**config.mk**
```make
export PLATFORM = sky130hd
export DESIGN_NAME = fetch_queue
export DESIGN_NICKNAME = d
export VERILOG_FILES = /design/src/rtl/fetch_queue_pkg.sv /design/src/rtl/fetch_queue_mem.sv /design/src/rtl/fetch_queue.sv
export SDC_FILE = /design/constraint.sdc
export NUM_CORES = 1
export LEC_CHECK = 0
export CAP_MARGIN = 10
export CORE_ASPECT_RATIO = 0.9
export CORE_MARGIN = 2
export CORE_UTILIZATION = 57
export CTS_BUF_LIST = sky130_fd_sc_hd__clkbuf_4
export DETAILED_ROUTE_END_ITERATION = 10
export GPL_TIMING_DRIVEN = 1
export HOLD_SLACK_MARGIN = 0.08
export PLACE_DENSITY_LB_ADDON = 0.3
export REMOVE_ABC_BUFFERS = 1
export SYNTH_ARGS = -nofsm -noshare
export SYNTH_HDL_FRONTEND = slang
export SYNTH_SLANG_ARGS = --single-unit
export TNS_END_PERCENT = 20
```
**constraint.sdc**
```tcl
create_clock -name clk -period 3.6 [get_ports clk]
set_clock_uncertainty 0.15 [all_clocks]
set_input_delay 0.36 -clock clk [delete_from_list [all_inputs] [get_ports clk]]
set_output_delay 0.36 -clock clk [all_outputs]
set_load 0.02 [all_outputs]
```
**src/rtl/fetch_queue_pkg.sv**
```systemverilog
// Shared constants and types for the fetch queue.
package fetch_queue_pkg;

  // Default queue depth and datapath width.
  localparam int FQ_DEPTH   = 4;
  localparam int WORD_WIDTH = 32;

  // Instruction word shown to decode when the queue holds nothing.
  localparam logic [31:0] NOP_INSTR = 32'h0000_0000;

  // Occupancy update selector, indexed as {push, pop}.
  typedef enum logic [1:0] {
    CNT_HOLD = 2'b00,
    CNT_DEC  = 2'b01,
    CNT_INC  = 2'b10,
    CNT_BOTH = 2'b11
  } cnt_op_e;

endpackage

```
**src/rtl/fetch_queue_mem.sv**
```systemverilog
// Entry storage for the fetch queue: one synchronous write port and one
// asynchronous read port. Contents are never cleared; only the pointers
// in the parent decide which entries are live.
module fetch_queue_mem
  import fetch_queue_pkg::*;
#(
  parameter int DEPTH  = FQ_DEPTH,
  parameter int DATA_W = 2 * WORD_WIDTH,
  parameter int ADDR_W = $clog2(FQ_DEPTH)
) (
  input  logic              clk,
  input  logic              we,
  input  logic [ADDR_W-1:0] waddr,
  input  logic [DATA_W-1:0] wdata,
  input  logic [ADDR_W-1:0] raddr,
  output logic [DATA_W-1:0] rdata
);

  logic [DATA_W-1:0] r_mem [DEPTH];

  // Capture the incoming entry at the write address when enabled.
  always_ff @(posedge clk) begin
    if (we) begin
      r_mem[waddr] <= wdata;
    end else begin
      r_mem[waddr] <= r_mem[waddr];
    end
  end

  assign rdata = r_mem[raddr];

endmodule

```
**src/rtl/fetch_queue.sv**
```systemverilog
// Fetch-to-decode decoupling queue. Holds {pc, instr} pairs in program
// order, presents the head show-ahead to decode, backpressures fetch when
// full and empties in one cycle on a redirect.
module fetch_queue
  import fetch_queue_pkg::*;
#(
  parameter int DEPTH = FQ_DEPTH,
  parameter int WIDTH = WORD_WIDTH
) (
  input  logic                       clk,
  input  logic                       rst,
  input  logic                       valid_in,
  input  logic [WIDTH-1:0]           pc_in,
  input  logic [WIDTH-1:0]           instr_in,
  input  logic                       stallD,
  input  logic                       flush,
  output logic                       stallF,
  output logic                       validD,
  output logic [WIDTH-1:0]           pcD,
  output logic [WIDTH-1:0]           instrD,
  output logic [$clog2(DEPTH):0]     count
);

  localparam int PTR_W = $clog2(DEPTH);
  localparam int CNT_W = PTR_W + 1;

  logic [PTR_W-1:0]   r_head;
  logic [PTR_W-1:0]   r_tail;
  logic [CNT_W-1:0]   r_count;

  logic               w_full;
  logic               w_empty;
  logic               w_push;
  logic               w_pop;
  cnt_op_e            w_cnt_op;
  logic [CNT_W-1:0]   w_count_nxt;
  logic [2*WIDTH-1:0] w_rdata;

  // Status flags come from the registered count only, so stallF has no
  // combinational path from stallD or valid_in.
  assign w_full  = (r_count == CNT_W'(DEPTH));
  assign w_empty = (r_count == {CNT_W{1'b0}});

  // Flush overrides both sides; a full queue refuses pushes even while it
  // pops, the freed slot becoming usable the following cycle.
  assign w_push = valid_in & ~w_full & ~flush;
  assign w_pop  = ~w_empty & ~stallD & ~flush;

  fetch_queue_mem #(
    .DEPTH  (DEPTH),
    .DATA_W (2 * WIDTH),
    .ADDR_W (PTR_W)
  ) u_mem (
    .clk   (clk),
    .we    (w_push),
    .waddr (r_tail),
    .wdata ({pc_in, instr_in}),
    .raddr (r_head),
    .rdata (w_rdata)
  );

  // Next occupancy: count + push - pop.
  always_comb begin
    w_cnt_op    = cnt_op_e'({w_push, w_pop});
    w_count_nxt = r_count;
    case (w_cnt_op)
      CNT_INC:  w_count_nxt = r_count + CNT_W'(1);
      CNT_DEC:  w_count_nxt = r_count - CNT_W'(1);
      CNT_BOTH: w_count_nxt = r_count;
      CNT_HOLD: w_count_nxt = r_count;
      default:  w_count_nxt = r_count;
    endcase
  end

  // Pointer and occupancy registers; reset and flush both empty the queue.
  always_ff @(posedge clk) begin
    if (rst || flush) begin
      r_head  <= {PTR_W{1'b0}};
      r_tail  <= {PTR_W{1'b0}};
      r_count <= {CNT_W{1'b0}};
    end else begin
      r_head  <= w_pop  ? (r_head + PTR_W'(1)) : r_head;
      r_tail  <= w_push ? (r_tail + PTR_W'(1)) : r_tail;
      r_count <= w_count_nxt;
    end
  end

  // Show-ahead head presentation; an empty queue shows a bubble.
  always_comb begin
    pcD    = {WIDTH{1'b0}};
    instrD = WIDTH'(NOP_INSTR);
    if (!w_empty) begin
      pcD    = w_rdata[2*WIDTH-1:WIDTH];
      instrD = w_rdata[WIDTH-1:0];
    end else begin
      pcD    = {WIDTH{1'b0}};
      instrD = WIDTH'(NOP_INSTR);
    end
  end

  assign validD = ~w_empty;
  assign stallF = w_full;
  assign count  = r_count;

endmodule

```
### Word-level counts from Yosys, hierarchy flattened

Memories as Yosys holds them, arrays and structs flattened. A register that Yosys moved wholly into a read port is not among the register bits.
Cells that the tools add are included.

| operators by class | value |
|---|---|
| mux-type cells | 9 |
| reduce and logical (&&, ||, !) cells | 5 |
| bitwise operators | 9 |
| equality and inequality tests | 5 |
| $add $sub $neg | 4 |

Operators with widths:

| operator | count |
|---|---|
| $mux 32 | 2 |
| $mux 64 | 1 |
| $pmux 3 s2 | 1 |
| $add 2x1->2 const B | 2 |
| $and 1x1->1 | 4 |
| $eq 2x2->1 const B | 2 |
| $mux 2 | 2 |
| $not 1->1 | 4 |
| $add 3x1->3 const B | 1 |
| $eq 3x3->1 const B | 1 |
| $logic_not 3->1 | 1 |
| $mux 1 | 3 |
| $sub 3x1->3 const B | 1 |
| $eq 2x1->1 const B | 1 |
| $logic_not 2->1 | 1 |
| $reduce_and 2->1 | 1 |
| $reduce_or 2->1 | 1 |
| $logic_or 1x1->1 | 1 |
| $ne 0x0->1 | 1 |
| $or 1x1->1 | 1 |

| storage, ports and cells | value |
|---|---|
| register bits after elaboration | 7 |
| output and inout bits | 69 |
| logic and storage cells | 36 |
| RAM bits | 256 |
| memories | 1 |

Memories:

| memory | words | bits a word | rd ports | clocked after Yosys merged registers in | write ports | RTL line | source |
|---|---|---|---|---|---|---|---|
| u_mem.r_mem | 4 | 64 | 1 | 1 | 1 | fetch_queue_mem.sv:19 | `logic [DATA_W-1:0] r_mem [DEPTH];` |

### Logic depth before layout (Yosys ltp)

Gate-level depths: netlist of the first run.

| depth | value |
|---|---|
| word-level depth | 7 |
| gate-level depth with buffers | 10 |

### Cells and area by module

Synthesis of the first run repeated with hierarchy kept, for this count alone.

| second synthesis, totals | value |
|---|---|
| cells, all modules | 453 |
| area total of the unflattened synthesis | 10193.5 um^2 |

Modules (own cells, without submodules):

| module | cells each | instances | area an instance (um^2) | seq. area each (um^2) |
|---|---|---|---|---|
| fetch_queue_mem | 338 | 1 | 9341.5 | 7687.4 |
| fetch_queue | 115 | 1 | 852.1 | 140.1 |

### Least setup slack after synthesis of the first run

Ideal clock, no wire load.

| path | value |
|---|---|
| kind | register -> register |
| start | register r_count[0], in the netlist count[0] |
| end | memory u_mem.r_mem[0][0] (netlist name), enable pin |
| setup time | 0.429 ns |
| data required time | 3.021 ns |
| stages on the path, launching flop included | 4 |
| period minus slack after synthesis | 2.937 ns |
| path slack | 0.663 ns |
| buffers on the path | 1 |
| data arrival time | 2.357 ns |
| path through | dfxtp_1 > or3b_1 > buf_2 > and3_1 |

| on the way | value |
|---|---|
| cells in the longest elaborated chain, start to end | 7 |
| elaborated cells between the ends (all ways) | 9 |
| those cells by class | 1 x eq/ne; 3 x mux; 4 x bitwise; 1 x reduce/logical |

RTL lines:

| what | RTL line | source |
|---|---|---|
| start: declaration | fetch_queue.sv:29 | `logic [CNT_W-1:0] r_count;` |
| start signal: assignment | fetch_queue.sv:80 | `r_count <= {CNT_W{1'b0}};` |
| start signal: assignment | fetch_queue.sv:84 | `r_count <= w_count_nxt;` |
| $eq 3x3->1 * | fetch_queue.sv:41 | `assign w_full = (r_count == CNT_W'(DEPTH));` |
| $not 1->1 * | fetch_queue.sv:46 | `assign w_push = valid_in & ~w_full & ~flush;` |
| $and 1x1->1 * (2 in series) | fetch_queue.sv:46 |  |
| $mux 1 (on tied branches) | fetch_queue_mem.sv:23, fetch_queue_mem.sv:26 |  |
| $mux 1 (implied by the code) / $reduce_and 2->1 (equally long branches) | - |  |
| $or 1x1->1 (no line) * | - |  |
| end: declaration | fetch_queue_mem.sv:19 |  |

Mark *: on every way between the ends. The rest lies on a longest branch, timed or not.

==> flow_results.org, run 1 <==
** Critical path
- Type of the worst setup path :: flop to output pin
- Cell depth of the worst flop-to-flop path :: 9
- The worst register-to-register path ends at count[2]$_SDFFE_PP0N_.
- CP max-delay cell :: dfxtp_4
- STA classifies the critical path endpoint as an output pin.
- The worst register-to-register path has a setup slack of between 0.9 and 1 ns.
- In this design, the stage delay of the slowest critical-path cell is approximately 0.64 ns.
- The worst setup path is launched from a flop.
- The worst register-to-register path begins at count[2]$_SDFFE_PP0N_.
- Data required time at the worst endpoint :: a little over 3 ns
- Series of cell instances along the critical path :: buf_12 -> mux4_2 -> and2_1 -> clkdlybuf4s50_1
- WP data arrival :: 2.80 ns
- In this run the worst path has a maximum fanout of 21.

** Synth
- Flip-flop cell with the highest count after synthesis :: edfxtp_1
- Warning count from the yosys run :: 0
- Post-synth cell types :: 30
- Number of enable flip-flop cells after synthesis :: about 260
- Avg Cell Area, Syn :: between 20 and 25 µm²
- Portion of the post-synthesis area used by sequential elements :: 0.769
- Register bit total from synthesis :: around 270
- Cells after Synth :: 463
- Synthesized cell area :: ~10000 µm²
- Post-synthesis async set-or-reset flop share :: 0

** Clock tree
- CTS buffer count :: slightly below 70
- Clock slew at reported path FFs :: roughly 0.060 ns
- Source-to-sink clock delay at the later pin of the worst-skew pair :: about 0.63 ns
- Number of instances resized during post-cts repair :: 0
- The H-tree was split into 3 levels.
- Buffers inserted during post-CTS setup optimization :: 0
- Root buffer selected by CTS :: clkbuf_4
- The clock net in this run drives a total of 265 sinks.
- For this design, the CTS-stage hold fixing added 0 buffers.
- The clock passes through at most 3 buffers.
- TritonCTS clock tree :: yes

** Routing
- Starting DRC count in detailed routing :: 343
- Via count :: 5109
- For this run, design rule violations remaining after detail routing come to 0.
- In the final routed layout, each cell accounts on average for ~20 µm.
- For this run, the detailed router's first-pass iteration total came to 5.
- Detail Route Antenna Nets :: 0
- In the routed layout, each cell is associated on average with a via count of between 5 and 6.
- Final wirelength :: between 15 and 20 mm

** Global routing
- The number of antenna violations at the first check in global routing was 0.
- Aggregate global routing overflow :: 0
- Overall fraction of global-route tracks in use :: 0.206
- Number of global-route vias before repair :: 5572
- The first global-routing pass estimated 29.3 mm of wire.
- Entering global routing, the biggest net connects 46 pins.

** Hold path
- The worst hold path terminates at u_mem.r_mem[3][45]$_DFFE_PP_.
- In this run the worst hold path is classified as input port to flop.
- Cell depth of the worst hold path :: 1
- In this run the most critical hold path is launched from pc_in[13].

** Power and ir drop
- In this run the static leakage power is a little over 4 nW.
- IR analysis of the VDD net gives a maximum drop of about 300 µV.
- The share of total power dissipated in sequential elements is 0.544.
- Power density over the cells :: 494 nW/µm²
- The internal portion of the total power is between 5 and 6 mW.
- Of the total power, the clock network draws 0.407.
- For this design the total switching power over the nets is between 1 and 1.5 mW.
- Switch share :: 0.199
- Combinational power share :: 0.049

** STA
- Setup repair after global routing missed its margin :: no
- The routed design could run at a clock period as short as 3.31 ns.
- Dividing the final minimum period by the clock period gives 0.920.
- Setup violations remaining at the end of the flow were counted as 0.
- Headroom to the max-slew limit came out at 0.604.
- The number of failing hold endpoints at the final stage was 0.
- Number of pins exceeding their max-slew limit in the final report :: 0
- For the pin with the worst max-slew slack, the measured transition is 0.593 ns.
- Fmax :: roughly 300 MHz

** Final layout
- The layout has between 1000 and 1500 filler cells.
- Number of nets in the layout :: around 730
- The repair_antennas step left the layout with diodes totalling 0.
- Area of all placed cells without fillers :: approximately 13000 µm²
- Core occupancy in the finished layout :: 0.726
- Number of cells in the finished layout apart from fillers :: around 940
- Compared with the post-synthesis result, the final layout area differs by 25.0%.
- Of the cells placed in the final design, the portion with a size suffix greater than 1 is 0.281.

** Placed design
- Post-detailed-placement half-perimeter wirelength :: between 10 and 15 mm
- The count of buffers added on input and output ports is about 140.
- Cell count after placement :: between 800 and 900
- Routability cong. :: just over 0.7
- After detailed placement, the total cell area comes to about 12000 µm².

** Floorplan
- Initial Util :: 0.581
- Die area :: between 15000 and 20000 µm²
- In this run the count of I/O pins placed on the die edge is 138.
- Die Wd :: between 100 and 150 µm
- Die Y-Extent :: around 130 µm
- Number of cell rows :: 46
- In this run the standard cell core region covers around 18000 µm².

** Run
- Across the run, the number of max-cap violations was 0.

** Run status
- The run finished with clean final reports.
[worst max-delay path by stage]
stage	endpoint	slack, ns	depth (start not counted)
3_3_place_gp	pcD[21]	0.90	4
3_5_place_dp	count[2]$_SDFFE_PP0N_	0.79	10
6_report	pcD[20]	0.29	4
5_1_grt	pcD[20]	0.12	4
4_1_cts	instrD[13]	0.17	4
2_1_floorplan	instrD[0]	-0.51	2
[worst max-delay path, delay by kind of cell, from the launching register on]
family        cells  cell delay (ns)
buf+inv           2             0.81
flops             1             0.64
mux               1             0.52
simple gates      1             0.20
[synthesized netlist by cell type (4+ instances only)]
master,instances,area share
a21oi_1,6,0.0029
buf_12,6,0.012
dfxtp_1,9,0.018
and2_1,64,0.039
ha_1,5,0.0061
inv_1,7,0.0026
and3_1,4,0.0024
clkbuf_1,8,0.0029
edfxtp_1,256,0.75
nor2_1,4,0.0015
buf_2,7,0.0034
mux4_2,64,0.14
[flip-flops by register name (all words and copies together), names as in the netlist, named ones only]
name,cells
count,3
r_head,2
r_tail,2
u_mem.r_mem,256
[per-stage QoR]
stage | hold WS, ns | setup slack, ns | power [mW] | setup TNS (ns)
after floorplan | 0.309 | -0.511 | 3.63 | -32.72
after global placement | 0.308 | 0.896 | 3.81 | 0
after detailed placement | 0.361 | 0.787 | 3.82 | 0
after CTS | 0.146 | 0.169 | 6.40 | 0
after global routing | 0.122 | 0.118 | 6.58 | 0
final | 0.206 | 0.288 | 6.32 | 0
[cell usage in the layout, fill, tap and decap left out, types with 3 or more instances in the layout]
| master | netlist | final |
|---|---|---|
| edfxtp_1 | 256 | 256 |
| clkdlybuf4s50_1 | 0 | 137 |
| clkbuf_4 | 0 | 106 |
| mux4_2 | 64 | 64 |
| and2_1 | 64 | 64 |
| buf_12 | 6 | 8 |
| inv_1 | 7 | 7 |
| dfxtp_1 | 9 | 7 |
| a21oi_1 | 6 | 6 |
| ha_1 | 5 | 5 |
| and3_4 | 0 | 4 |
| nor2_1 | 4 | 4 |
| inv_2 | 1 | 3 |
| o21ai_0 | 3 | 3 |
| or3_1 | 3 | 3 |
| clkinv_1 | 0 | 3 |
| buf_4 | 0 | 3 |
[cell type report]
cell class / count / area [µm²] / share of cell area
Clock buffer: 106 / 796 / 0.0622
Clock inverter: 8 / 83.8 / 0.00656
Inverter: 8 / 30.0 / 0.00235
Multi-Input combinational cell: 167 / 2150 / 0.168
Sequential cell: 265 / 7880 / 0.616
Tap cell: 240 / 300 / 0.0235
Timing Repair Buffer: 148 / 1550 / 0.122
[routing by layer]
layer / global-route usage / vias up / wire length, µm / share of wire
met4: 0.0686 / 0 / 196 / 0.010
li1: - / 2295 / - / -
met3: 0.0630 / 21 / 1230 / 0.065
met5: 0 / - / 0 / 0
met1: 0.260 / 2608 / 7830 / 0.42
met2: 0.350 / 185 / 9590 / 0.51
[power groups by stage]
stage          combinational, mW  sequential (mW)  clock, mW
6_report                   0.312             3.44       2.57
5_1_grt                    0.333             3.44       2.81
4_1_cts                    0.315             3.44       2.65
3_5_place_dp               0.313             3.50          0
3_3_place_gp               0.305             3.50          0
2_1_floorplan              0.121             3.51          0
[logic make-up (layout without fill, tap and decap cells)]
family / count (synthesis) / after routing / synth area share
compound gates: 11 / 11 / 0.00636
xor+xnor: 2 / 2 / 0.00171
flops: 265 / 265 / 0.769
fa+ha+maj: 6 / 6 / 0.00807
buf+inv: 31 / 270 / 0.0226
simple gates: 84 / 84 / 0.0510
mux: 64 / 64 / 0.141
Note: power is estimated with default switching activity, not from simulation.
==> run 2: changes to the inputs <==
--- a/config.mk
+++ b/config.mk
@@ -10,6 +10,7 @@
 export CORE_MARGIN = 2
 export CORE_UTILIZATION = 57
 export CTS_BUF_LIST = sky130_fd_sc_hd__clkbuf_4
+export CTS_CLUSTER_SIZE = 16
 export DETAILED_ROUTE_END_ITERATION = 10
 export GPL_TIMING_DRIVEN = 1
 export HOLD_SLACK_MARGIN = 0.08
==> results of run 2 <==
The final DEF is identical to that of run 1; final timing and power are the same.
